## config.mk

```make
export PLATFORM = sky130hd
export DESIGN_NAME = svm_seq_pair_engine
export DESIGN_NICKNAME = d
export VERILOG_FILES = /design/src/rtl/svm_seq_pair_engine.sv
export SDC_FILE = /design/constraint.sdc
export NUM_CORES = 1
export LEC_CHECK = 0
export CORE_ASPECT_RATIO = 2
export CORE_UTILIZATION = 35
export DETAILED_ROUTE_END_ITERATION = 10
export DONT_BUFFER_PORTS = 1
export GPL_TIMING_DRIVEN = 0
export PLACE_DENSITY_LB_ADDON = 0.25
export SKIP_CTS_REPAIR_TIMING = 1
export SLEW_MARGIN = 20
export SYNTH_ARGS = -nofsm -noshare
export SYNTH_HDL_FRONTEND = slang
export SYNTH_SLANG_ARGS = --single-unit
```

## constraint.sdc

```tcl
create_clock -name clk -period 7.1 [get_ports clk]
set_input_delay 1.42 -clock clk [delete_from_list [all_inputs] [get_ports clk]]
set_output_delay 1.42 -clock clk [all_outputs]
set_load 0.005 [all_outputs]
```

## src/rtl/svm_seq_pair_engine.sv

```systemverilog
// Sequential linear-SVM datapath answering the one-vs-one DAG class picker:
// one feature vector per sample, one weight/bias dot product per round.
module svm_seq_pair_engine #(
  parameter int N_features   = 16,
  parameter int featureWidth = 4,
  parameter int weightWidth  = 8,
  parameter int biasWidth    = 12,
  parameter int biasShift    = 0,
  parameter int accWidth     = weightWidth + featureWidth + $clog2(N_features) + 1
) (
  input  logic                                clk,
  input  logic                                rst_n,
  input  logic                                x_valid,
  output logic                                x_ready,
  input  logic [featureWidth*N_features-1:0]  features,
  input  logic [weightWidth*N_features-1:0]   weight,
  input  logic [biasWidth-1:0]                bia,
  input  logic                                done,
  output logic                                svmready,
  output logic                                w_class,
  output logic                                busy
);

  localparam int IDX_W  = (N_features > 1) ? $clog2(N_features) : 1;
  localparam int PROD_W = weightWidth + featureWidth;
  localparam logic [IDX_W-1:0] LAST_IDX = IDX_W'(N_features - 1);
  localparam logic signed [accWidth-1:0] ZERO = '0;

  typedef enum logic [1:0] {IDLE, MAC, DECIDE, EMIT} state_t;

  state_t state, state_next;

  logic [featureWidth*N_features-1:0] feat_q;
  logic signed [accWidth-1:0]         acc;
  logic [IDX_W-1:0]                   idx;
  logic                               hold_off;
  logic                               svmready_q;
  logic                               w_class_q;

  logic signed [weightWidth-1:0] w_sel;
  logic [featureWidth-1:0]       x_sel;
  logic signed [PROD_W-1:0]      product;
  logic signed [accWidth-1:0]    product_ext;
  logic signed [accWidth-1:0]    bias_ext;
  logic signed [accWidth-1:0]    score;

  // Feature is zero-extended by one bit so the multiply stays fully signed.
  assign w_sel       = weight[int'(idx)*weightWidth +: weightWidth];
  assign x_sel       = feat_q[int'(idx)*featureWidth +: featureWidth];
  assign product     = PROD_W'(w_sel) * PROD_W'($signed({1'b0, x_sel}));
  assign product_ext = accWidth'(product);
  assign bias_ext    = accWidth'($signed(bia)) <<< biasShift;
  assign score       = acc + bias_ext;

  // hold_off keeps x_ready low for the picker's one-cycle final state.
  assign x_ready  = (state == IDLE) && !hold_off;
  assign busy     = (state != IDLE);
  assign svmready = svmready_q;
  assign w_class  = w_class_q;

  always_comb begin
    state_next = state;
    case (state)
      IDLE:    if (x_valid && x_ready) state_next = MAC;
      MAC:     if (idx == LAST_IDX) state_next = DECIDE;
      DECIDE:  state_next = EMIT;
      EMIT:    state_next = done ? IDLE : MAC;
      default: state_next = IDLE;
    endcase
  end

  always_ff @(posedge clk or negedge rst_n) begin
    if (!rst_n) begin
      state      <= IDLE;
      feat_q     <= '0;
      acc        <= '0;
      idx        <= '0;
      hold_off   <= 1'b0;
      svmready_q <= 1'b0;
      w_class_q  <= 1'b0;
    end else begin
      state      <= state_next;
      svmready_q <= (state == DECIDE);
      hold_off   <= (state == EMIT) && done;
      case (state)
        IDLE: begin
          if (x_valid && x_ready) begin
            feat_q <= features;
            acc    <= '0;
            idx    <= '0;
          end
        end
        MAC: begin
          acc <= acc + product_ext;
          idx <= idx + IDX_W'(1);
        end
        DECIDE: begin
          w_class_q <= (score >= ZERO);
        end
        EMIT: begin
          if (!done) begin
            acc <= '0;
            idx <= '0;
          end
        end
        default: ;
      endcase
    end
  end

endmodule

```

==> results by group, run 1 <==
Critical path
  • CP Capture Type: register
  • Critical Path Source: idx[0]
  • R2R Path Start: idx[0]
  • WP data arrival: just over 7 ns
  • Worst r2r path cells: 27
  • Crit Path Class: reg2reg
  • CP peak stage delay: 0.59 ns
  • CP max FO: 10
  • Critical path required time: 7.32 ns
  • R2r setup slk: 0.27 ns
  • CP max-delay cell: fa_1
  • Crit start category: register

Yosys
  • Synth Net Count: about 880
  • Synth Flop Type: dfrtp_1
  • Yosys warnings: 0
  • Syn avg cell area: 11.9 um^2
  • Seq/Total Area, Yosys: 0.320
  • Seq cells post-synth: 90
  • Synth unique cells: 48
  • Cells after Synth: 593
  • EDFF count, synth: 0
  • Synth Cell Area: 7040 um^2
  • Ys async rst share: 1.00

Flow run
  • Max Cap Viol: 0

Min path
  • WHS Path Cells: 1
  • Worst hold-check path type: reg2reg
  • HP Start: feat_q[21]

Global route
  • Global Route Usage Sum: 0.190
  • First-pass GRT wire length: 29,000 um
  • Vias in the first global route: 5,219
  • Initial antenna violation count: 5
  • GRT overflow: 0
  • Pin count of the biggest net entering global routing: 91

Drt
  • Vias per inst: 5.55
  • Remaining antenna violation count: 0
  • Via count: a little under 5,000
  • Routed len/inst: 22.0 um
  • Routed wire length: between 15,000 and 20,000 um
  • DRC violations left: 0
  • Drt pass-1 iters: 4
  • Number of DRC markers in iteration 0: 209

CTS
  • Clock Pin Slew Worst Setup and Hold Paths: 0.08 ns
  • Clk buf depth: 2
  • Number of buffers created by CTS: 9
  • H-tree Lvls: 3
  • CTS sink cnt: 90
  • Worst-Skew Late Latency: 0.35 ns
  • Clock root cell: clkbuf_16
  • CTS tree: done

STA
  • Max Clk Rate: 146 MHz
  • Tightest Pin Transition: ~0.75 ns
  • Tmin final: around 6.8 ns
  • Fin. Hold Viols: 0
  • Slew Limit Fails: 0
  • Setup Skew: 0.0114 ns
  • Period Utilization, post-route: 0.962
  • # setup viols final: 0
  • Rel. slew slack: 0.497

Final layout
  • Fill cell count: 1,912
  • Area delta synth->final: 11.1%
  • Layout Nets: 894
  • Share of cells above drive strength 1: 0.262
  • Multi-input logic area: 4530 um^2
  • Fin cells: a little under 900
  • Register area: approximately 2300 um^2

Floorplanning
  • Ports: approximately 210
  • Die Span Y: 203 um
  • Core area: just under 20,000 um^2
  • Num rows: 73
  • DIE AREA: 20,700 um^2
  • Initial core utilization: 0.355
  • Die width: 102 um

Placement
  • Routability cong.: 0.853
  • PortBufs: 0
  • Hpwl dp: 16,000 um
  • Number of placed instances, taps included: 855

Status
  • Status: complete, no violations
==> worst max-delay path: cells and delay by family, from the launching register on <==
kind / cells / cell delay, ns
adders and majority gates: 5 / 1.73
and+or+nand+nor: 2 / 0.35
buffers and inverters: 6 / 0.84
DFF: 1 / 0.38
muxes: 2 / 1.10
AOI/OAI and AO/OA: 10 / 1.77
xor gates and xnor gates: 2 / 0.51
==> through the flow <==
step	area, um^2	setup slack, ns	setup TNS [ns]	utilization	hold WS (ns)
2_1_floorplan	7040	0.210	0	-	0.470
3_3_place_gp	7370	-1.02	-3.97	0.372	0.481
3_5_place_dp	7370	-1.21	-5.06	0.372	0.485
4_1_cts	7670	-1.24	-5.32	0.387	0.503
5_1_grt	7820	-0.0193	-0.0193	0.394	0.513
6_report	7820	0.271	0	0.395	0.501
==> sequential cells by signal, indices dropped and copies added, names as in the netlist <==
signal,flops
w_class,1
hold_off,1
acc,17
svmready,1
feat_q,64
state,2
idx,4
==> routing by layer <==
metal,up-vias,GRT usage,part of all wire
met3,33,0.0420,0.060
met5,-,0,0.00067
met2,200,0.354,0.56
met1,2456,0.207,0.35
met4,2,0.0607,0.024
li1,2192,-,-
==> Yosys cell counts, types with 2 or more instances <==
library cell,count,area [um^2]
o21ai_0,32,160
buf_2,3,15.0
xnor2_1,19,166
nand3_1,5,25.0
o21bai_1,4,30.0
buf_1,5,18.8
o31ai_1,3,22.5
mux2_2,64,721
nor3_1,3,15.0
nand3_2,2,20.0
ha_1,59,738
mux4_2,52,1170
a22oi_1,3,22.5
a21o_1,12,90.1
mux4_1,6,158
nand2b_1,4,25.0
a211oi_1,2,15.0
nor2b_1,10,62.6
dfrtp_1,90,2250
inv_1,50,188
fa_1,17,340
xor2_1,7,61.3
nand2_1,51,191
a21oi_1,18,90.1
nor2_1,8,30.0
and2_1,25,156
o21a_1,2,15.0
a211o_1,2,17.5
clkbuf_1,16,60.1
==> cell usage in the layout (no fill, tap or decap), drive strengths merged, types with 18 or more instances in the layout <==
master  netlist  final
ha           59     59
mux2         64     64
nand2        51     51
xnor2        19     19
o21ai        33     33
inv          50     55
clkbuf       16     26
a21oi        18     18
dfrtp        90     90
mux4         58     58
and2         25     25
==> logic make-up after synthesis <==
| group | count (synthesis) | synth area share |
|---|---|---|
| AND/OR/NAND/NOR | 114 | 0.0807 |
| XOR/XNOR | 26 | 0.0324 |
| multiplexers | 122 | 0.291 |
| flip-flops | 90 | 0.320 |
| adder cells (fa/ha/maj) | 76 | 0.153 |
| AO/OA/AOI/OAI | 89 | 0.0789 |
| buffers and inverters | 76 | 0.0437 |
==> cell type report <==
type	count	area share
antenna	3	0.000960
buffer	26	0.0219
clock buffer	9	0.0288
clock inverter	7	0.00976
inverter	50	0.0240
multi-input combinational	427	0.579
sequential	90	0.288
tap	262	0.0419
timing repair buffer	6	0.00576
==> path summary, 6_finish.rpt <==
kind                               to
min in group asynchronous  feat_q[14]
max in group asynchronous  feat_q[43]
max                           acc[16]
max reg2reg                   acc[16]
min reg2reg                feat_q[21]
min                        feat_q[21]
Power of run 1 is not shown: default switching activity piles up to over one toggle a cycle in this logic, so the estimate is an artifact.
==> run 2: changes to the inputs <==
--- a/config.mk
+++ b/config.mk
@@ -6,7 +6,7 @@
 export NUM_CORES = 1
 export LEC_CHECK = 0
 export CORE_ASPECT_RATIO = 2
-export CORE_UTILIZATION = 35
+export CORE_UTILIZATION = 45
 export DETAILED_ROUTE_END_ITERATION = 10
 export DONT_BUFFER_PORTS = 1
 export GPL_TIMING_DRIVEN = 0
==> run 2 against run 1 <==
  * Via count down 0.55%
  * Flip-flop and latch count unchanged
  * Non-clock buffer count down 3
  * Routed wire length down 3.2%
  * Worst hold slack better by 0.00090 ns
  * Die area down 22%
  * Clock-buffer cell count unchanged
  * Critical path depth down 4
==> results by group, run 2 (same netlist as run 1, synthesis figures left out) <==
Placement
  • PortBufs: 0 (unchanged)
  • Routability cong.: 0.835 (-2.1%)
  • Hpwl dp: 15,600 um (-3.0%)
  • Number of placed instances, taps included: 791 (-7.5%)

Critical path
  • CP Capture Type: register
  • Crit Path Class: in2reg
  • CP peak stage delay: 0.54 ns (-0.05 ns)
  • CP max FO: 7 (-3)
  • CP max-delay cell: fa_1
  • Critical path required time: 7.32 ns (about the same)
  • WP data arrival: 7.11 ns (+0.06 ns)
  • Crit start category: input port
  • Critical Path, Cell by Cell: mux4_2 -> mux4_2 -> and2_1 -> ha_1 -> fa_1 -> inv_1 -> fa_1 -> inv_1 -> ha_1 -> o21a_1 -> o21ai_0 -> nand2_1 -> a41oi_2 -> xnor2_1 -> xnor2_2 -> ha_4 -> a21o_1 -> a21o_1 -> a21oi_2 -> nor2b_2 -> a211oi_2 -> o21ai_1 -> o311ai_1
  • Critical Path Source: weight[28]
  • R2R Path Start: idx[1]

Drt
  • Routed len/inst: 23.0 um (+5.0%)
  • Via count: 4,856 (-0.55%)
  • Vias per inst: 5.99 (+7.9%)
  • Drt pass-1 iters: 6 (+2)
  • Routed wire length: 18,700 um (-3.2%)
  • Number of DRC markers in iteration 0: 208 (-0.48%)
  • DRC violations left: 0 (unchanged)
  • Remaining antenna violation count: 0 (unchanged)

Final layout
  • Commonest non-fill, non-tap cell in the layout: dfrtp_1
  • Reg with most FFs: feat_q
  • Commonest non-fill, non-tap cells in the layout: 89 x dfrtp_1, 64 x mux2_2, 58 x ha_1
  • Largest register FFs: 64 (unchanged)
  • Area delta synth->final: 9.81%
  • Layout Nets: 891 (-0.34%)
  • Share of cells above drive strength 1: 0.263 (+0.00128)
  • Top Registers: feat_q x64, acc x17, idx x4
  • Fin cells: 811 (-7.8%)
  • Fill cell count: 1,351 (-29%)

Global route
  • Initial antenna violation count: 5 (unchanged)
  • Vias in the first global route: 5,309 (+1.7%)
  • Pin count of the biggest net entering global routing: 91 (unchanged)
  • Global Route Usage Sum: 0.232 (+0.0417)
  • First-pass GRT wire length: 28,000 um (-3.6%)
  • GRT overflow: 0 (unchanged)

CTS
  • Number of buffers created by CTS: 9 (unchanged)
  • Worst-Skew Late Latency: 0.35 ns (about the same)
  • CTS tree: done
  • Clock Pin Slew Worst Setup and Hold Paths: 0.07 ns (about the same)
  • H-tree Lvls: 3 (unchanged)
  • Clk buf depth: 2 (unchanged)
  • Clock root cell: clkbuf_16
  • CTS sink cnt: 90 (unchanged)

STA
  • # setup viols final: 0 (unchanged)
  • Unrepaired setup endpoints after global routing: true
  • Rel. slew slack: 0.514 (+0.0170)
  • Period Utilization, post-route: 0.970 (+0.00825)
  • Fin. Hold Viols: 0 (unchanged)
  • Setup Skew: 0.00920 ns (-0.00223 ns)
  • Slew Limit Fails: 0 (unchanged)
  • Tightest Pin Transition: 0.721 ns (-0.0331 ns)
  • Tmin final: 6.89 ns (+0.0586 ns)
  • Max Clk Rate: 145 MHz (-0.85%)

Floorplanning
  • Initial core utilization: 0.460 (+0.105)
  • Num rows: 64 (-12%)
  • DIE AREA: 16,200 um^2 (-22%)
  • Ports: 212 (unchanged)
  • Core area: 15,300 um^2 (-23%)
  • Die Span Y: 179 um (-12%)
  • Die width: 90.4 um (-12%)

Min path
  • Worst hold-check path type: reg2reg
  • HP Start: feat_q[53]

Status
  • Status: complete, no violations

Flow run
  • Max Cap Viol: 0 (unchanged)
run 2: cell types whose count changed in the layout (fill, tap and decap cells not counted), sizes merged:
cell	change
clkinv	+2
clkbuf	+1
inv	-2
buf	-4
diode	-2
run 2: final timing paths:
check	to	slack (ns)	cells past startpoint
max reg2reg	acc[16]	0.22	26
max in group asynchronous	feat_q[43]	6.18	0
max	acc[16]	0.21	23
min reg2reg	feat_q[53]	0.50	1
min	feat_q[53]	0.50	1
min in group asynchronous	acc[16]	0.76	0
run 2: routing by layer:
metal / up-vias / routed length (um) / GRT usage
met4: 6 / 676 / 0.0981
met5: - / 40 / 0
li1: 2185 / - / -
met2: 187 / 10400 / 0.441
met3: 48 / 1270 / 0.0589
met1: 2430 / 6280 / 0.238
run 2: through the flow:
step	hold slack (ns)	TNS, ns	worst slack, ns	area [um^2]	utilization
floorplan	0.470	0	0.210	7040	-
global placement	0.482	-3.71	-0.983	7290	0.476
detailed placement	0.488	-4.71	-1.17	7290	0.476
CTS	0.503	-4.93	-1.19	7590	0.496
global route	0.519	-0.169	-0.0920	7730	0.505
finish	0.502	0	0.212	7730	0.505
run 2: layout make-up:
type                       count  area, um^2  area share
buffer                        26         178      0.0230
inverter                      50         188      0.0243
sequential                    90        2250       0.292
clock buffer                   9         225      0.0291
timing repair buffer           3        22.5     0.00291
tap                          198         248      0.0320
multi-input combinational    427        4530       0.586
antenna                        1        2.50    0.000324
clock inverter                 7        81.3      0.0105
run 2: critical path: cells and delay by family:
kind                       cells  cell delay (ns)
xor gates and xnor gates       2             0.56
and+or+nand+nor                3             0.51
adders and majority gates      5             2.02
muxes                          2             1.00
AOI/OAI and AO/OA              9             1.51
buffers and inverters          2             0.09
Power of run 2 is left out for the same reason.
